### src/rtl/store_commit_queue.sv
// store_commit_queue: in-order store queue between the load/store unit and data memory.
// Stores are accepted with their address resolved, held until the ROB retires their tag,
// then drained to memory oldest first, one per cycle. A mispredict discards every
// entry that has not yet been retired.
//
// Optional feature: define STQ_FORWARD_EN for combinational store-to-load forwarding.
// Without it fwd_hit_o/fwd_data_o are tied to zero.
//
// Ports:
//   clk_i, reset_ni                  clock, asynchronous active-low reset
//   enq_*_i                          store from the execution unit (addr, data, funct3 width, ROB tag)
//   is_full_o, count_o               occupancy (registered)
//   enq_drop_o                       pulse: enqueue refused (full or flush)
//   commit_valid_i, commit_tag_i     ROB retirement of the store at the commit pointer
//   commit_err_o                     pulse: retirement tag mismatch or nothing to retire
//   mis_pred_i                       flush all unretired entries
//   dmem_*_o, misalign_o             registered memory write port, misaligned-drop pulse
//   ld_addr_i                        load probe address
//   fwd_hit_o, fwd_data_o            forwarding result (combinational)
//   ld_conflict_o                    combinational: a live entry targets ld_addr's word
module store_commit_queue #(
    parameter int unsigned DEPTH = 8,
    parameter int unsigned TAG_W = 6
) (
    input  logic                     clk_i,
    input  logic                     reset_ni,
    input  logic                     enq_valid_i,
    input  logic [31:0]              enq_addr_i,
    input  logic [31:0]              enq_data_i,
    input  logic [2:0]               enq_width_i,
    input  logic [TAG_W-1:0]         enq_tag_i,
    output logic                     is_full_o,
    output logic [$clog2(DEPTH):0]   count_o,
    output logic                     enq_drop_o,
    input  logic                     commit_valid_i,
    input  logic [TAG_W-1:0]         commit_tag_i,
    output logic                     commit_err_o,
    input  logic                     mis_pred_i,
    output logic                     dmem_we_o,
    output logic [31:0]              dmem_write_addr_o,
    output logic [31:0]              dmem_write_data_o,
    output logic [3:0]               dmem_byte_en_o,
    output logic                     misalign_o,
    input  logic [31:0]              ld_addr_i,
    output logic                     fwd_hit_o,
    output logic [31:0]              fwd_data_o,
    output logic                     ld_conflict_o
);

    localparam int unsigned IDX_W = $clog2(DEPTH);
    localparam int unsigned PTR_W = IDX_W + 1;

    localparam logic [2:0] W_SB = 3'b000;
    localparam logic [2:0] W_SH = 3'b001;
    localparam logic [2:0] W_SW = 3'b010;

    typedef struct packed {
        logic [31:0]      addr;
        logic [31:0]      data;
        logic [2:0]       width;
        logic [TAG_W-1:0] tag;
    } entry_t;

    entry_t mem_q [DEPTH];

    logic [PTR_W-1:0] head_q, head_d;
    logic [PTR_W-1:0] commit_q, commit_d;
    logic [PTR_W-1:0] tail_q, tail_d;
    logic [PTR_W-1:0] count_q, count_d;
    logic             full_q, full_d;
    logic             enq_drop_q, enq_drop_d;
    logic             commit_err_q, commit_err_d;
    logic             we_q, we_d;
    logic [31:0]      waddr_q, waddr_d;
    logic [31:0]      wdata_q, wdata_d;
    logic [3:0]       be_q, be_d;
    logic             misalign_q, misalign_d;

    logic   enq_ok;
    logic   commit_ok;
    logic   drain;
    entry_t enq_entry;
    entry_t head_entry;
    entry_t commit_entry;

    assign head_entry   = mem_q[head_q[IDX_W-1:0]];
    assign commit_entry = mem_q[commit_q[IDX_W-1:0]];

    // Pointer update: commit is resolved before flush so a same-cycle retire survives.
    always_comb begin
        enq_ok       = 1'b0;
        commit_ok    = 1'b0;
        drain        = 1'b0;
        head_d       = head_q;
        commit_d     = commit_q;
        tail_d       = tail_q;
        enq_drop_d   = 1'b0;
        commit_err_d = 1'b0;

        enq_ok    = enq_valid_i && !full_q && !mis_pred_i;
        commit_ok = commit_valid_i && (commit_q != tail_q) &&
                    (commit_entry.tag == commit_tag_i);
        drain     = (head_q != commit_q);

        enq_drop_d   = enq_valid_i && !enq_ok;
        commit_err_d = commit_valid_i && !commit_ok;

        commit_d = commit_q + PTR_W'(commit_ok);
        head_d   = head_q + PTR_W'(drain);
        if (mis_pred_i) begin
            tail_d = commit_d;
        end else begin
            tail_d = tail_q + PTR_W'(enq_ok);
        end

        count_d = tail_d - head_d;
        full_d  = (count_d == PTR_W'(DEPTH));
    end

    // Lane steering of the head entry; misaligned or unknown widths write nothing.
    always_comb begin
        we_d       = 1'b0;
        waddr_d    = 32'h0;
        wdata_d    = 32'h0;
        be_d       = 4'h0;
        misalign_d = 1'b0;
        if (drain) begin
            waddr_d = {head_entry.addr[31:2], 2'b00};
            case (head_entry.width)
                W_SB: begin
                    we_d    = 1'b1;
                    be_d    = 4'(4'b0001 << head_entry.addr[1:0]);
                    wdata_d = {4{head_entry.data[7:0]}};
                end
                W_SH: begin
                    if (head_entry.addr[0]) begin
                        misalign_d = 1'b1;
                    end else begin
                        we_d    = 1'b1;
                        be_d    = head_entry.addr[1] ? 4'b1100 : 4'b0011;
                        wdata_d = {2{head_entry.data[15:0]}};
                    end
                end
                W_SW: begin
                    if (head_entry.addr[1:0] != 2'b00) begin
                        misalign_d = 1'b1;
                    end else begin
                        we_d    = 1'b1;
                        be_d    = 4'b1111;
                        wdata_d = head_entry.data;
                    end
                end
                default: misalign_d = 1'b1;
            endcase
        end
    end

    always_comb begin
        enq_entry       = '0;
        enq_entry.addr  = enq_addr_i;
        enq_entry.data  = enq_data_i;
        enq_entry.width = enq_width_i;
        enq_entry.tag   = enq_tag_i;
    end

    // Entry storage carries no reset; liveness is defined purely by the pointers.
    always_ff @(posedge clk_i) begin
        if (enq_ok) begin
            mem_q[tail_q[IDX_W-1:0]] <= enq_entry;
        end
    end

    always_ff @(posedge clk_i or negedge reset_ni) begin
        if (!reset_ni) begin
            head_q       <= '0;
            commit_q     <= '0;
            tail_q       <= '0;
            count_q      <= '0;
            full_q       <= 1'b0;
            enq_drop_q   <= 1'b0;
            commit_err_q <= 1'b0;
            we_q         <= 1'b0;
            waddr_q      <= 32'h0;
            wdata_q      <= 32'h0;
            be_q         <= 4'h0;
            misalign_q   <= 1'b0;
        end else begin
            head_q       <= head_d;
            commit_q     <= commit_d;
            tail_q       <= tail_d;
            count_q      <= count_d;
            full_q       <= full_d;
            enq_drop_q   <= enq_drop_d;
            commit_err_q <= commit_err_d;
            we_q         <= we_d;
            waddr_q      <= waddr_d;
            wdata_q      <= wdata_d;
            be_q         <= be_d;
            misalign_q   <= misalign_d;
        end
    end

    // Word-granular conflict check over live entries (head .. tail-1).
    always_comb begin
        logic [IDX_W-1:0] idx;
        ld_conflict_o = 1'b0;
        idx           = '0;
        for (int unsigned k = 0; k < DEPTH; k++) begin
            idx = head_q[IDX_W-1:0] + IDX_W'(k);
            if ((PTR_W'(k) < count_q) && (mem_q[idx].addr[31:2] == ld_addr_i[31:2])) begin
                ld_conflict_o = 1'b1;
            end
        end
    end

`ifdef STQ_FORWARD_EN
    // Walk oldest to youngest so the youngest overlapping entry decides the result.
    always_comb begin
        logic [IDX_W-1:0] idx;
        fwd_hit_o  = 1'b0;
        fwd_data_o = 32'h0;
        idx        = '0;
        for (int unsigned k = 0; k < DEPTH; k++) begin
            idx = head_q[IDX_W-1:0] + IDX_W'(k);
            if ((PTR_W'(k) < count_q) && (mem_q[idx].addr[31:2] == ld_addr_i[31:2])) begin
                fwd_hit_o  = (mem_q[idx].width == W_SW) && (mem_q[idx].addr[1:0] == 2'b00);
                fwd_data_o = mem_q[idx].data;
            end
        end
    end
`else
    assign fwd_hit_o  = 1'b0;
    assign fwd_data_o = 32'h0;
`endif

    // Load probe is word-granular; byte offset is intentionally ignored.
    logic unused_ld_lsb;
    assign unused_ld_lsb = ^ld_addr_i[1:0];

    assign is_full_o         = full_q;
    assign count_o           = count_q;
    assign enq_drop_o        = enq_drop_q;
    assign commit_err_o      = commit_err_q;
    assign dmem_we_o         = we_q;
    assign dmem_write_addr_o = waddr_q;
    assign dmem_write_data_o = wdata_q;
    assign dmem_byte_en_o    = be_q;
    assign misalign_o        = misalign_q;

endmodule

### config.mk
export PLATFORM = sky130hd
export DESIGN_NAME = store_commit_queue
export DESIGN_NICKNAME = d
export VERILOG_FILES = /design/src/rtl/store_commit_queue.sv
export SDC_FILE = /design/constraint.sdc
export NUM_CORES = 1
export LEC_CHECK = 0
export BUFFER_PORTS_ARGS = -buffer_cell sky130_fd_sc_hd__buf_4
export CORE_MARGIN = 5
export CORE_UTILIZATION = 25
export CTS_BUF_LIST = sky130_fd_sc_hd__clkbuf_8
export DETAILED_ROUTE_END_ITERATION = 7
export REMOVE_ABC_BUFFERS = 1
export SLEW_MARGIN = 20
export SYNTH_ARGS = -nofsm -noshare
export SYNTH_HDL_FRONTEND = slang
export SYNTH_SLANG_ARGS = --single-unit
### constraint.sdc
create_clock -name clk_i -period 16.7 [get_ports clk_i]
set_clock_uncertainty 0.1 [all_clocks]
set_input_delay 0.835 -clock clk_i [delete_from_list [all_inputs] [get_ports clk_i]]
set_output_delay 0.835 -clock clk_i [all_outputs]
set_load 0.02 [all_outputs]
# == After elaboration in Yosys (flattened, before gate mapping) ==
# Memories as Yosys holds them, arrays and structs flattened.
# Index checks and enable logic that the tools add are counted.
# totals
regBits,89
ramBits,584
inputBits,116
out_inout_bits,111
word_cells,96
mem_count,1
# classes
n_addsub,11
n_lt_le_gt_ge,8
eq_ne,14
shifts,1
mux,29
n_reduce_logical,20
# memory_table
name,words,width,read_ports,rd_ports_with_merged_regs,wr,line_no,source
mem_q,8,73,9,0,1,64,entry_t mem_q [DEPTH];
# ops
operator,n
30-bit == test,8
32-bit two-way mux,4
32-bit one-hot mux with 3 select lines,1
4-bit two-way mux,5
3-bit by 4-bit less-than comparator with 1-bit output (first input constant),4
1-bit two-way mux,16
1-bit logical AND,14
3-bit adder (second input constant),4
4-bit by 1-bit adder with 4-bit output,3
4-bit one-hot mux with 3 select lines,1
1-bit by 4-bit less-than comparator with 1-bit output (first input constant),2
2-bit by 4-bit less-than comparator with 1-bit output (first input constant),2
4-bit inequality test,2
3-bit by 2-bit adder with 3-bit output (second input constant),2
6-bit == test,1
1-bit one-hot mux with 3 select lines,2
4-bit == test (second input constant),1
1-bit logical NOT,4
1-bit by 2-bit left shift with 4-bit output (first input constant),1
4-bit subtractor,1
3-bit by 1-bit adder with 3-bit output (second input constant),1
3-bit by 1-bit == test with 1-bit output (second input constant),1
3-bit by 2-bit == test with 1-bit output (second input constant),1
3-bit logical NOT,1
2-bit nonzero test,1

# == Logic depth before layout (Yosys ltp) ==
# An unclocked memory read counts as a cell.
# depth
word_depth,11
depth_mapped,20
ltp_nobuf,15

# == Least setup slack after synthesis ==
# Ideal clock, no wire load.
# synth_timing
path_kind,in2reg
from,input port mis_pred_i
to,"memory mem_q[0][0] in the netlist's numbering, enable pin"
setup_time_ns,0.594
t_arrival_ns,6.485
required_time_ns,16.006
slack_ns,9.521
path_stages,4
path_buffers,1
path_cell_list,clkbuf_1 > nor3b_1 > nand2b_1 > nor3_1
# synth_via
elab_chain_cells,4
# synth_lines
element,line_no,source
from (decl),38,"input logic mis_pred_i,"
1-bit logical NOT,100,enq_ok = enq_valid_i && !full_q && !mis_pred_i;
1-bit logical AND,100,
1-bit two-way mux,168,if (enq_ok) begin
1-bit two-way mux (implied by the code),169,mem_q[tail_q[IDX_W-1:0]] <= enq_entry;
to (decl),64,
# Every way passes these cells.

# == Worst setup path in the final report ==
# layout_timing
from,register head_q[1]
to,output port ld_conflict_o
# layout_via
elab_chain_cells,11
word_cells_on_any_way,32
classes_between,7 x add/sub; 8 x eq/ne; 8 x mux; 8 x reduce/logical; 1 x memory
# layout_lines
element,line_no,source
from (decl),66,"logic [PTR_W-1:0] head_q, head_d;"
from (signal assigned),175,head_q <= '0;
from (signal assigned),188,head_q <= head_d;
3-bit by 1-bit adder with 3-bit output / memory read 8 x 73 bit (equally long branches),--,
memory read 8 x 73 bit *,--,
30-bit == test / 1-bit logical AND (equally long branches),210,if ((PTR_W'(k) < count_q) && (mem_q[idx].addr[31:2] == ld_addr_i[31:2])) begin
1-bit logical AND / 1-bit two-way mux (equally long branches),210,
1-bit two-way mux (6 in series),210,
1-bit two-way mux *,210,
to (decl),47,output logic ld_conflict_o
# Every way passes the cells marked *; elsewhere a longest branch is shown, timed or not.

==> summary.txt <==
Outcome
  • Status: completed

Global route
  • Grt peak-use layer: met2
  • Vias in the first global route: 22,300
  • First-pass GRT wire length: 165 mm
  • Met3 GRT Util: between 4 and 5%
  • GR Layer Usage met1: 19.3%
  • Remaining global-route overflow: 0
  • Initial antenna violation count: 16
  • Largest net degree at the start of global routing: just under 90
  • GR Layer Usage met2: 24.1%
  • Total GRT Usage: 14.9%

STA
  • Peak Freq: around 140 MHz
  • Total negative slack: 0 ns
  • Final hold violation count: 0
  • RSZ-0062 raised after global routing: no
  • Final setup vio count: 0
  • Fin crit period: 7.30 ns
  • Least-Margin Pin Slew: 1.19 ns
  • Max_slew headroom: 20.5%
  • Hold Slack: 0.127 ns
  • Final period util: 43.7%
  • Max Slew Vio Count: 0
  • Post-route setup slack: around 9.4 ns

Cells and area
  • Share of cells above drive strength 1: 31.0%
  • FILL cells: 14,500
  • Final net count: between 2,000 and 3,000
  • Post-Layout Cell Count: 4,498
  • Final Cell Area: 0.0424 mm^2
  • Fin util: between 20% and 30%
  • Area Growth Syn to Fin: 16.0%

Place
  • Inst Count DP: roughly 4,300
  • Post-Place Worst Slack: 10.21 ns
  • DP Wirelength: 78.7 mm
  • Post-DP Area: 0.0398 mm^2
  • GPL Wtd Cong: 0.943
  • IO Port Bufs: 189

Synthesis
  • Post-synth EDFFs: ~580
  • Yosys top cell area share: between 40% and 50%
  • Synthesized area: 0.0365 mm^2
  • Ys async rst share: 13.0%
  • Synth warn: 0
  • #FFs+latches synth: 671
  • Sequential-to-total area share from yosys stat: 54.0%
  • Syn Inst Count: roughly 2,300
  • Cell variety after synth: 62
  • Synth area leader: edfxtp_1
  • Avg Cell Area, Syn: 16.0 um^2
  • Top_reg_cell synth: edfxtp_1
  • Top cells by area, synth: edfxtp_1 48%, mux4_2 22%, mux2i_1 6.1%

Detailed routing
  • DRC violations left: 0
  • DR pass1 iterations: 5
  • Routed WL: 116 mm
  • Post-DRT Antenna Nets: 0
  • Post-DR vias/cell: 4.94
  • Initial drt markers: 2,374
  • Total number of vias: 22,200
  • Post-DR wirelength/cell: 25.9 um

Setup path
  • Slowest CP cell: buf_4
  • Setup CP Type: reg2out
  • Worst-path cell chain: buf_4 -> buf_4 -> mux4_2 -> mux2i_1 -> xnor2_1 -> nor4_1 -> nand4_1 -> nor4_1 -> a21oi_1 -> o221ai_1 -> a2111o_1 -> buf_4
  • Worst R2R Setup Slack: 10.89 ns
  • Crit. Startpoint: head_q[1]
  • CP endpoint: ld_conflict_o
  • Worst flop-to-flop path endpoint: dmem_write_data_o[22]
  • Worst r2r path cells: 9
  • Buf+Inv Stages, Crit Path: 3
  • Crit-path max FO: 62
  • Critical path launch point type: register
  • Crit-path max cell delay: 0.84 ns
  • Setup crit end kind: output pin
  • CP top delay family: buffers and inverters
  • R2R Path Start: head_q[0]
  • CP required: roughly 16 ns
  • Most frequent CP cell: buf_4
  • Crit path DAT: 6.36 ns
  • Cell count along the critical path: 12

Die
  • Row count: between 100 and 150
  • Area of the die: 0.154 mm^2
  • Die X: 392 um
  • I/O Pins: 227
  • Initial Util: roughly 25%
  • Die height: 392 um
  • CORE AREA: approximately 0.15 mm^2

Job
  • Max-Cap Viols: 0

CTS
  • Sink Count: 671
  • Clock transition at path regs: 0.06 ns
  • Worst skew pair latency: about 0.84 ns
  • Root buffer cell: clkbuf_8
  • Clk buf depth: 3
  • H-tree depth: 3
  • Total CTS buffers: 115
  • CTS tree: built
  • Post-CTS Setup Bufs: 0

Pwr
  • Maximum VDD drop: slightly below 0.2 mV
  • Total chip power: a little over 8 mW
  • Pwr/cell area: 195 mW/mm^2
  • Pleak: 14.6 nW

Min path
  • Worst min path class: in2reg
[worst min path at each step]
| stage | startpoint | end | slack (ns) | cells past startpoint |
|---|---|---|---|---|
| 2_1_floorplan | head_q[3] | head_q[3] | 0.40 | 1 |
| 3_3_place_gp | head_q[3] | head_q[3] | 0.43 | 1 |
| 3_5_place_dp | head_q[3] | head_q[3] | 0.44 | 1 |
| 4_1_cts | enq_data_i[5] | mem_q[6][14] | 0.009 | 1 |
| 5_1_grt | enq_data_i[2] | mem_q[7][11] | 0.03 | 1 |
| 6_report | enq_addr_i[22] | mem_q[1][63] | 0.13 | 1 |
[metal layers]
layer	wire [um]	part of all wire, %	vias to the layer above
li1	-	-	9443
met2	55800	48	995
met3	10300	8.9	184
met4	3310	2.8	8
met1	46900	40	11600
met5	58	0.050	-
[power by group]
part | internal (mW) | switching (mW)
clock network | 0.856 | 0.717
logic | 1.97 | 2.61
registers | 1.97 | 0.135
total | 4.79 | 3.46
[cells by family (layout without fill, tap and decap cells)]
group                    count (synthesis)  count (layout)  synth area share, %
AO/OA/AOI/OAI                          143             143                 2.72
XOR/XNOR                               298             298                 7.15
adder cells (fa/ha/maj)                 13              13                0.466
buffers and inverters                  220             475                 3.27
flip-flops                             671             671                 54.0
multiplexers                           579             579                 27.9
other                                    1              49               0.0103
AND/OR/NAND/NOR                        353             353                 4.53
[Yosys cell counts, drive strengths merged (3+ instances only)]
cell type	instances
buf	161
or4	3
and3	5
nand4	27
mux2i	224
a21oi	36
nand3	21
o21ai	11
nor2b	7
nand2	161
mux4	349
dfrtp	87
a31oi	3
ha	12
nand2b	3
a22oi	65
edfxtp	584
o2111ai	4
clkbuf	41
mux2	6
nor4	37
nor2	56
o211ai	5
xnor2	204
xor2	94
nor3	22
o221ai	3
a211oi	4
inv	17
[area by class of cell]
type                       count  area, um^2  share of cell area, %
clock buffer                 132        1820                   4.29
clock inverter                84         641                   1.51
multi-input combinational   1421       15800                   37.4
sequential                   671       19700                   46.6
timing repair buffer         241        1820                   4.31
tap                         1917        2400                   5.66
antenna                       14        35.0                 0.0827
inverter                      18        68.8                  0.162
[what timing repair did]
item,CTS,global route
hold endpoints to repair,34,0
resized for setup,0,0
hold buffers,1,0
[placed cells by master, fill, tap and decap left out, types with 7 or more instances in the layout]
cell type and instances:
a21oi_1 36, a22oi_1 65, buf_4 239, bufinv_16 8
clkbuf_8 132, clkinv_2 20, conb_1 35, dfrtp_1 84
diode_2 14, edfxtp_1 584, ha_1 10, inv_1 57
mux2i_1 223, mux4_2 349, nand2_1 161, nand3_1 21
nand4_1 27, nor2_1 48, nor2_4 7, nor3_1 19
nor4_1 35, o21ai_0 11, xnor2_1 203, xor2_1 93
[sequential cells by signal, summed over array words and instances (netlist names), 4 cells and up]
register           count
tail_q                 4
commit_q               4
dmem_byte_en_o         4
count_o                4
dmem_write_addr_o     30
mem_q                584
head_q                 4
dmem_write_data_o     32
(Power assumes the default switching activity.)
